==> config.mk <==
export PLATFORM = sky130hd
export DESIGN_NAME = bit_serializer
export DESIGN_NICKNAME = d
export VERILOG_FILES = /design/src/rtl/bit_serializer.sv
export SDC_FILE = /design/constraint.sdc
export NUM_CORES = 1
export LEC_CHECK = 0
export BUFFER_PORTS_ARGS = -buffer_cell sky130_fd_sc_hd__buf_2
export CAP_MARGIN = 20
export CORE_MARGIN = 3
export CORE_UTILIZATION = 45
export CTS_CLUSTER_SIZE = 24
export DETAILED_ROUTE_END_ITERATION = 7
export PLACE_DENSITY = 0.72
export SLEW_MARGIN = 20
export SYNTH_ARGS = -nofsm -noshare
export SYNTH_HDL_FRONTEND = slang
export SYNTH_SLANG_ARGS = --single-unit
==> constraint.sdc <==
create_clock -name clk -period 1.9 [get_ports clk]
set_input_delay 0.19 -clock clk [delete_from_list [all_inputs] [get_ports clk]]
set_output_delay 0.19 -clock clk [all_outputs]
set_load 0.01 [all_outputs]
==> src/rtl/bit_serializer.sv <==
// bit_serializer: parallel-to-serial shifter with a valid/ready word input,
// a bit-rate enable and frame markers on the serial side.
// A new word can be loaded on the edge that consumes the last bit of the
// current one, so back-to-back words stream with no idle bit between them.
module bit_serializer #(
    parameter int WIDTH     = 8,
    parameter bit MSB_FIRST = 1'b1
) (
    input  logic             clk,
    input  logic             rst,
    input  logic [WIDTH-1:0] din,
    input  logic             din_valid,
    output logic             din_ready,
    input  logic             en,
    output logic             sout,
    output logic             sout_valid,
    output logic             frame_start,
    output logic             frame_end,
    output logic             busy,
    output logic [15:0]      words_sent
);

    localparam int CW = (WIDTH > 1) ? $clog2(WIDTH) : 1;
    localparam logic [CW-1:0] LAST_CNT = CW'(WIDTH - 1);

    typedef enum logic {
        IDLE  = 1'b0,
        SHIFT = 1'b1
    } state_t;

    state_t             state_q, state_d;
    logic [WIDTH-1:0]   shreg_q, shreg_d;
    logic [WIDTH-1:0]   shreg_shift_s;
    logic [CW-1:0]      cnt_q, cnt_d;
    logic [15:0]        words_q, words_d;
    logic               last_s;
    logic               tx_bit_s;

    // Shift toward the transmitted end and pick the bit currently on the line.
    always_comb begin
        shreg_shift_s = shreg_q;
        tx_bit_s      = 1'b0;
        if (MSB_FIRST) begin
            shreg_shift_s = {shreg_q[WIDTH-2:0], 1'b0};
            tx_bit_s      = shreg_q[WIDTH-1];
        end else begin
            shreg_shift_s = {1'b0, shreg_q[WIDTH-1:1]};
            tx_bit_s      = shreg_q[0];
        end
    end

    // Handshake and serial-side outputs, decoded from state, counter and en.
    always_comb begin
        last_s      = (cnt_q == LAST_CNT);
        din_ready   = 1'b0;
        sout        = 1'b0;
        sout_valid  = 1'b0;
        busy        = 1'b0;
        if (state_q == SHIFT) begin
            busy       = 1'b1;
            sout       = tx_bit_s;
            sout_valid = en;
            din_ready  = en & last_s;
        end else begin
            din_ready  = 1'b1;
        end
        frame_start = sout_valid & (cnt_q == {CW{1'b0}});
        frame_end   = sout_valid & last_s;
        words_sent  = words_q;
    end

    // Next-state logic: load on transfer, shift on en, wrap to next word or idle.
    always_comb begin
        state_d = state_q;
        shreg_d = shreg_q;
        cnt_d   = cnt_q;
        words_d = words_q;
        case (state_q)
            IDLE: begin
                if (din_valid) begin
                    shreg_d = din;
                    cnt_d   = {CW{1'b0}};
                    state_d = SHIFT;
                end else begin
                    state_d = IDLE;
                end
            end
            SHIFT: begin
                if (!en) begin
                    state_d = SHIFT;
                end else if (!last_s) begin
                    shreg_d = shreg_shift_s;
                    cnt_d   = cnt_q + CW'(1);
                end else begin
                    words_d = words_q + 16'd1;
                    if (din_valid) begin
                        shreg_d = din;
                        cnt_d   = {CW{1'b0}};
                        state_d = SHIFT;
                    end else begin
                        state_d = IDLE;
                    end
                end
            end
            default: begin
                state_d = IDLE;
            end
        endcase
    end

    // State registers; synchronous reset wins over every other input.
    always_ff @(posedge clk) begin
        if (rst) begin
            state_q <= IDLE;
            shreg_q <= {WIDTH{1'b0}};
            cnt_q   <= {CW{1'b0}};
            words_q <= 16'd0;
        end else begin
            state_q <= state_d;
            shreg_q <= shreg_d;
            cnt_q   <= cnt_d;
            words_q <= words_d;
        end
    end

endmodule

==> results of run 1 <==
## worst max path at each step
stage	startpoint	slack, ns	end	cells past startpoint
2_1_floorplan	cnt_q[0]	0.14	words_sent[9]	7
3_3_place_gp	cnt_q[1]	0.11	words_sent[13]	6
3_5_place_dp	cnt_q[1]	0.02	words_sent[12]	6
4_1_cts	cnt_q[1]	0.02	words_sent[12]	6
5_1_grt	cnt_q[1]	-0.02	words_sent[13]	6
6_report	cnt_q[1]	0.12	words_sent[9]	6
## power by group through the flow
stage / logic, mW / registers [mW] / clock network, mW
3_5_place_dp: 0.100 / 0.628 / 0
6_report: 0.0992 / 0.616 / 0.297
5_1_grt: 0.113 / 0.619 / 0.335
3_3_place_gp: 0.0976 / 0.628 / 0
4_1_cts: 0.100 / 0.616 / 0.306
2_1_floorplan: 0.0642 / 0.627 / 0
## per-stage QoR
stage	instance area, sq um	util [%]	setup slack, ns
2_1_floorplan	1360	-	0.136
3_3_place_gp	1560	55.3	0.106
3_5_place_dp	1560	55.3	0.0195
4_1_cts	1600	56.6	0.0212
5_1_grt	1630	57.5	-0.0167
6_report	1630	57.5	0.118
## flip-flops by register name, indices dropped and copies added, names as in the netlist
name and cells:
words_sent 16, shreg_q 8, cnt_q 3, state_q 1
## final cells by class
type | instances | area (sq um)
sequential | 28 | 563
tap | 31 | 38.8
timing repair buffer | 40 | 218
fill | 264 | 1200
multi-input combinational | 116 | 739
inverter | 8 | 30.0
clock buffer | 4 | 36.3
## cells by family after synthesis
family | after synthesis | share of synthesized area (%)
xor gates and xnor gates | 7 | 4.51
buffers and inverters | 17 | 5.52
DFF | 28 | 41.2
muxes | 2 | 1.47
AOI/OAI and AO/OA | 35 | 17.3
and+or+nand+nor | 67 | 25.4
adders and majority gates | 5 | 4.60
## routing by layer
layer	share of wire, %	GRT usage [%]	vias to the layer above
met3	4.2	2.98	7
met1	48	21.6	575
met5	0	0	-
li1	-	-	637
met2	46	28.5	24
met4	2.1	6.50	0
## worst register-to-register path, stage by stage (launching register included)
cell,delay [ns]
dfxtp_2,0.37
ha_1,0.22
ha_4,0.17
and4_4,0.26
nand2_2,0.06
or4b_1,0.51
a21oi_1,0.14
## timing repair
item	in CTS	in global routing
setup endpoints to repair	5	9
resized for setup	1	5
buffers inserted	0	1
cloned	0	0
## layout by cell type, fill, tap and decap left out
master	n
nor3b_1	1
or4_1	1
dfxtp_1	26
ha_4	1
nor2b_1	2
ha_1	4
nand3_1	5
xor2_1	6
nand4_1	4
nor2_1	27
and4_1	1
o221a_2	7
o31ai_1	1
clkbuf_4	3
a31oi_1	2
and4_4	1
nand3b_1	2
nand2_2	1
inv_1	8
buf_2	33
a22oi_1	2
nand3_2	1
and3_1	4
mux2i_1	2
or3_1	5
a2bb2oi_1	1
clkbuf_8	1
nand2_1	8
and2_1	2
a21oi_1	11
buf_4	7
xnor2_1	1
o21ai_0	10
or3b_2	1
a211oi_1	1
or4b_1	1
dfxtp_2	2
==> results.json, run 1 <==
{
  "cts_tree": "built",
  "slowest_stage": "or4b_1",
  "dieArea_sq_mm": 0.00372,
  "drc": 0,
  "die_h_um": 61.0,
  "num_rows": 19,
  "clock_skew_ns": 0.00345,
  "gp_congestion": 0.792,
  "avgRoutedWirePerCell_um": 12.7,
  "drtIter0Drc": 56,
  "reg2reg_slack_ns": 0.12,
  "setup_viol": 0,
  "vdd_drop_max_mv": 0.257,
  "io_pins": 34,
  "startpoint_type": "flop",
  "yosys_warnings": 0,
  "start_util_pct": 48.1,
  "dr.pass1.iters": 4,
  "avgSynthCellArea_sq_um": 8.45,
  "seq_area_frac_synth_pct": 41.2,
  "vias": 1243,
  "relSlewSlack_pct": 66.7,
  "synth_commonest_cells": "28 x dfxtp_1, 27 x nor2_1, 11 x a21oi_1, 10 x o21ai_0",
  "swShare_pct": 23.9,
  "r2r-start": "cnt_q[1]",
  "grt_start_max_net_pins": 29,
  "routed_wirelength_um": 2880,
  "fin_crit_ns": 1.78,
  "fmax_mhz": 561,
  "layout-drive-gt1-share_pct": 29.6,
  "ctsHoldBuffers": 0,
  "comb_power_share_pct": 9.8,
  "crit_arrival_ns": 2.06,
  "path_delay_family": "simple AND/OR/NAND/NOR gates",
  "setup.worst_path.end_class": "flop",
  "coreArea_sq_mm": 0.00283,
  "holdPathStages": 2,
  "via_per_inst": 5.48,
  "stdcell_count": 227,
  "dp_hpwl_um": 2110,
  "power_switching_mw": 0.242,
  "clockBufferDepth": 2,
  "numPortBuffers": 33,
  "seqPwrFrac_pct": 60.9,
  "grt_pass1_wl_um": 4850,
  "period_share_pct": 93.8,
  "criticalPathCategory": "reg -> reg",
  "outcome": "finished, final reports clean",
  "cts_buffers": 3,
  "drtAntennaViolNets": 0,
  "synth_area_leaders": "dfxtp_1 41%, nor2_1 7.5%, o221a_2 5.8%",
  "cts_root_buffer": "clkbuf_4",
  "crit_chain": "ha_1 -> ha_4 -> and4_4 -> nand2_2 -> or4b_1 -> a21oi_1",
  "syn-num-nets": 178,
  "synth_edf_count": 0,
  "critPathBufInv": 0,
  "clock-sinks": 28,
  "total_power_mw": 1.01,
  "r2r_end": "words_sent[9]",
  "worstPathMaxFanout": 5,
  "nets": 214,
  "grt_overflow": 0,
  "synth_cell_types": 33,
  "intPower_mw": 0.770,
  "max_stage_delay_ns": 0.51,
  "async_reset_ff_share_pct": 0,
  "power_frac_clock_pct": 29.3,
  "dp_cells": 222,
  "min_to": "shreg_q[3]",
  "num_antenna_cells": 0,
  "yosysMostFrequentCell": "dfxtp_1",
  "hold_viol": 0,
  "antenna_found_initial": 0,
  "synth_flop_cell": "dfxtp_1",
  "cts.clk_slew.worst_paths_ns": 0.15,
  "syn_area_sq_mm": 0.00136,
  "finalSetupTns_ns": 0,
  "ff2ff_path_depth": 6,
  "maxCapViolCount": 0,
  "powerDensity_mw_per_mm2": 623,
  "area_growth_pct": 19.5,
  "clock_latency_ns": 0.33,
  "leakagePower_nw": 0.720,
  "synth_largest_area_cell": "dfxtp_1",
  "synth.top_cell.area_share_pct": 41.2,
  "synthCells": 161,
  "h-tree-depth": 1,
  "grtUsageTotal_pct": 17.0,
  "crit_required_ns": 2.18,
  "chipWidth_um": 61.0,
  "min_path_type": "in -> reg",
  "whs_ns": 0.116,
  "finalMaxSlewViolations": 0,
  "worst_slew_pin_slew_ns": 0.500,
  "first_global_vias": 1143,
  "ys_ff_latch": 28,
  "worstHoldStart": "din[3]"
}
(Power assumes the default switching activity.)
==> run 2, diff against run 1 <==
==> constraint.sdc (replaced) <==
create_clock -name clk -period 1.5 [get_ports clk]
set_input_delay 0.15 -clock clk [delete_from_list [all_inputs] [get_ports clk]]
set_output_delay 0.15 -clock clk [all_outputs]
set_load 0.01 [all_outputs]
==> run 2 against run 1 <==
The run now ends with setup timing left. Sequential power up 27%. Critical path depth unchanged. Sequential cell count is the same. Utilization up 6.0 points. Total power increased by 28%. Non-clock buffer count rose by 13. Global-route usage up 1.8 points. Count of clock-buffer cells in the layout unchanged. Worst hold slack lost 0.026 ns. Cell area increased by 10%. Clock power grew 25%. Setup slack got worse by 0.27 ns. Critical path type unchanged. Critical endpoint is now words_sent[12]. Largest power group unchanged. Highest routed layer unchanged.
==> results.json, run 2 (synthesis gave the netlist of run 1 again) <==
{
  "outcome": "finished, violations left",
  "violations": "setup timing",
  "coreArea_sq_mm": 0.00283,
  "worstPathMaxFanout": 6,
  "powerDensity_mw_per_mm2": 723,
  "antenna_found_initial": 0,
  "pre_cts_ws_ns": -0.229,
  "path_depth": 6,
  "grt_start_max_net_pins": 29,
  "criticalPathCategory": "reg -> reg",
  "dp_cells": 233,
  "ff2ff_path_depth": 6,
  "crit_arrival_ns": 1.92,
  "dr.pass1.iters": 4,
  "avgRoutedWirePerCell_um": 13.6,
  "crit_chain": "ha_4 -> ha_4 -> and4_4 -> nand4_1 -> or3_1 -> a21oi_1",
  "max_stage_delay_ns": 0.39,
  "clock_skew_ns": 0.00292,
  "clock_latency_ns": 0.32,
  "grt_use_met3_pct": 3.83,
  "comb_power_share_pct": 11.1,
  "routed_wirelength_um": 3260,
  "layout-drive-gt1-share_pct": 38.3,
  "num_rows": 19,
  "fin_crit_ns": 1.65,
  "power_switching_mw": 0.314,
  "start_util_pct": 48.1,
  "min_path_type": "in -> reg",
  "drtIter0Drc": 89,
  "r2r_end": "words_sent[12]",
  "mostFrequentLayoutCells": "32 x buf_2, 27 x nor2_1, 26 x dfxtp_1",
  "gp_congestion": 0.807,
  "slowest_stage": "or3_1",
  "maxCapViolCount": 0,
  "largest_register_ffs": 16,
  "startpoint": "cnt_q[0]",
  "cts.clk_slew.worst_paths_ns": 0.15,
  "via_per_inst": 5.45,
  "cts_tree": "built",
  "vdd_drop_max_mv": 0.385,
  "io_pins": 34,
  "rsz0062_at_grt": "yes",
  "clockBufferDepth": 2,
  "grt_use_met1_pct": 23.6,
  "num_antenna_cells": 0,
  "stdcell_count": 240,
  "clock-sinks": 28,
  "leakagePower_nw": 0.812,
  "grt-busiest-layer": "met2",
  "r2r-start": "cnt_q[0]",
  "critPathMostFrequentCell": "ha_4",
  "swShare_pct": 24.2,
  "drtAntennaViolNets": 0,
  "nets": 227,
  "grt_overflow": 0,
  "reg2reg_slack_ns": -0.15,
  "setup.worst_path.end_class": "flop",
  "critPathBufInv": 0,
  "hold_viol": 0,
  "ctsHoldBuffers": 0,
  "worst_slew_pin_slew_ns": 0.519,
  "relSlewSlack_pct": 65.4,
  "dieArea_sq_mm": 0.00372,
  "drc": 0,
  "first_global_vias": 1223,
  "postLayoutSetupSlackWorst_ns": -0.154,
  "use_met2_pct": 31.9,
  "die_h_um": 61.0,
  "intPower_mw": 0.984,
  "cts_root_buffer": "clkbuf_4",
  "holdPathStages": 2,
  "finalMaxSlewViolations": 0,
  "chipWidth_um": 61.0,
  "crit_required_ns": 1.77,
  "seqPwrFrac_pct": 60.2,
  "numPortBuffers": 33,
  "area_growth_pct": 32.0,
  "cts_buffers": 3,
  "vias": 1308,
  "layout_commonest_cell": "buf_2",
  "grt_pass1_wl_um": 5300,
  "power_frac_clock_pct": 28.7,
  "grtUsageTotal_pct": 18.7,
  "path_delay_family": "simple AND/OR/NAND/NOR gates",
  "fmax_mhz": 605,
  "critPathCapture": "words_sent[12]",
  "startpoint_type": "flop",
  "finalSetupTns_ns": -1.51,
  "h-tree-depth": 1,
  "period_share_pct": 110,
  "dp_hpwl_um": 2280,
  "setup_viol": 19
}
-- run 2: worst min-delay path by stage --
| stage | startpoint | to | slack [ns] |
|---|---|---|---|
| CTS | din[4] | shreg_q[4] | 0.08 |
| global placement | din[1] | shreg_q[1] | 0.43 |
| detailed placement | din[3] | shreg_q[3] | 0.43 |
| global route | din[4] | shreg_q[4] | 0.06 |
| floorplan | din_valid | state_q | 0.27 |
| finish | din[4] | shreg_q[4] | 0.09 |
-- run 2: layout make-up --
class | instances | area (sq um)
Multi-Input combinational cell | 116 | 790
Tap cell | 31 | 38.8
Fill cell | 249 | 1030
Timing Repair Buffer | 53 | 333
Inverter | 8 | 35.0
Clock buffer | 4 | 36.3
Sequential cell | 28 | 563
-- run 2: through the flow --
stage                     hold slack, ns  instance area [sq um]  util [%]  total power, mW
after CTS                         0.0797                   1750      61.9             1.29
after global placement             0.428                   1680      59.4            0.919
final                             0.0902                   1800      63.5             1.30
after floorplan                    0.267                   1400         -            0.877
after global routing              0.0594                   1800      63.5             1.35
after detailed placement           0.432                   1680      59.4            0.923
-- run 2: power groups by stage --
stage / Clock, mW / Combinational [mW] / Sequential, mW
after global placement: 0 / 0.123 / 0.796
after detailed placement: 0 / 0.127 / 0.796
after floorplan: 0 / 0.0816 / 0.796
after global routing: 0.410 / 0.158 / 0.785
final: 0.372 / 0.144 / 0.782
after CTS: 0.381 / 0.131 / 0.781
-- run 2: timing repair --
action | 4_1_cts | 5_1_grt
resized for setup | 11 | 8
buffers inserted | 1 | 2
gates cloned | 0 | 0
setup endpoints to repair | 23 | 24
pin swaps | 6 | 2
-- run 2: layer usage --
layer	vias up	wire length, um
li1	667	-
met1	619	1500
met2	20	1620
met3	2	120
met4	0	18
met5	-	0
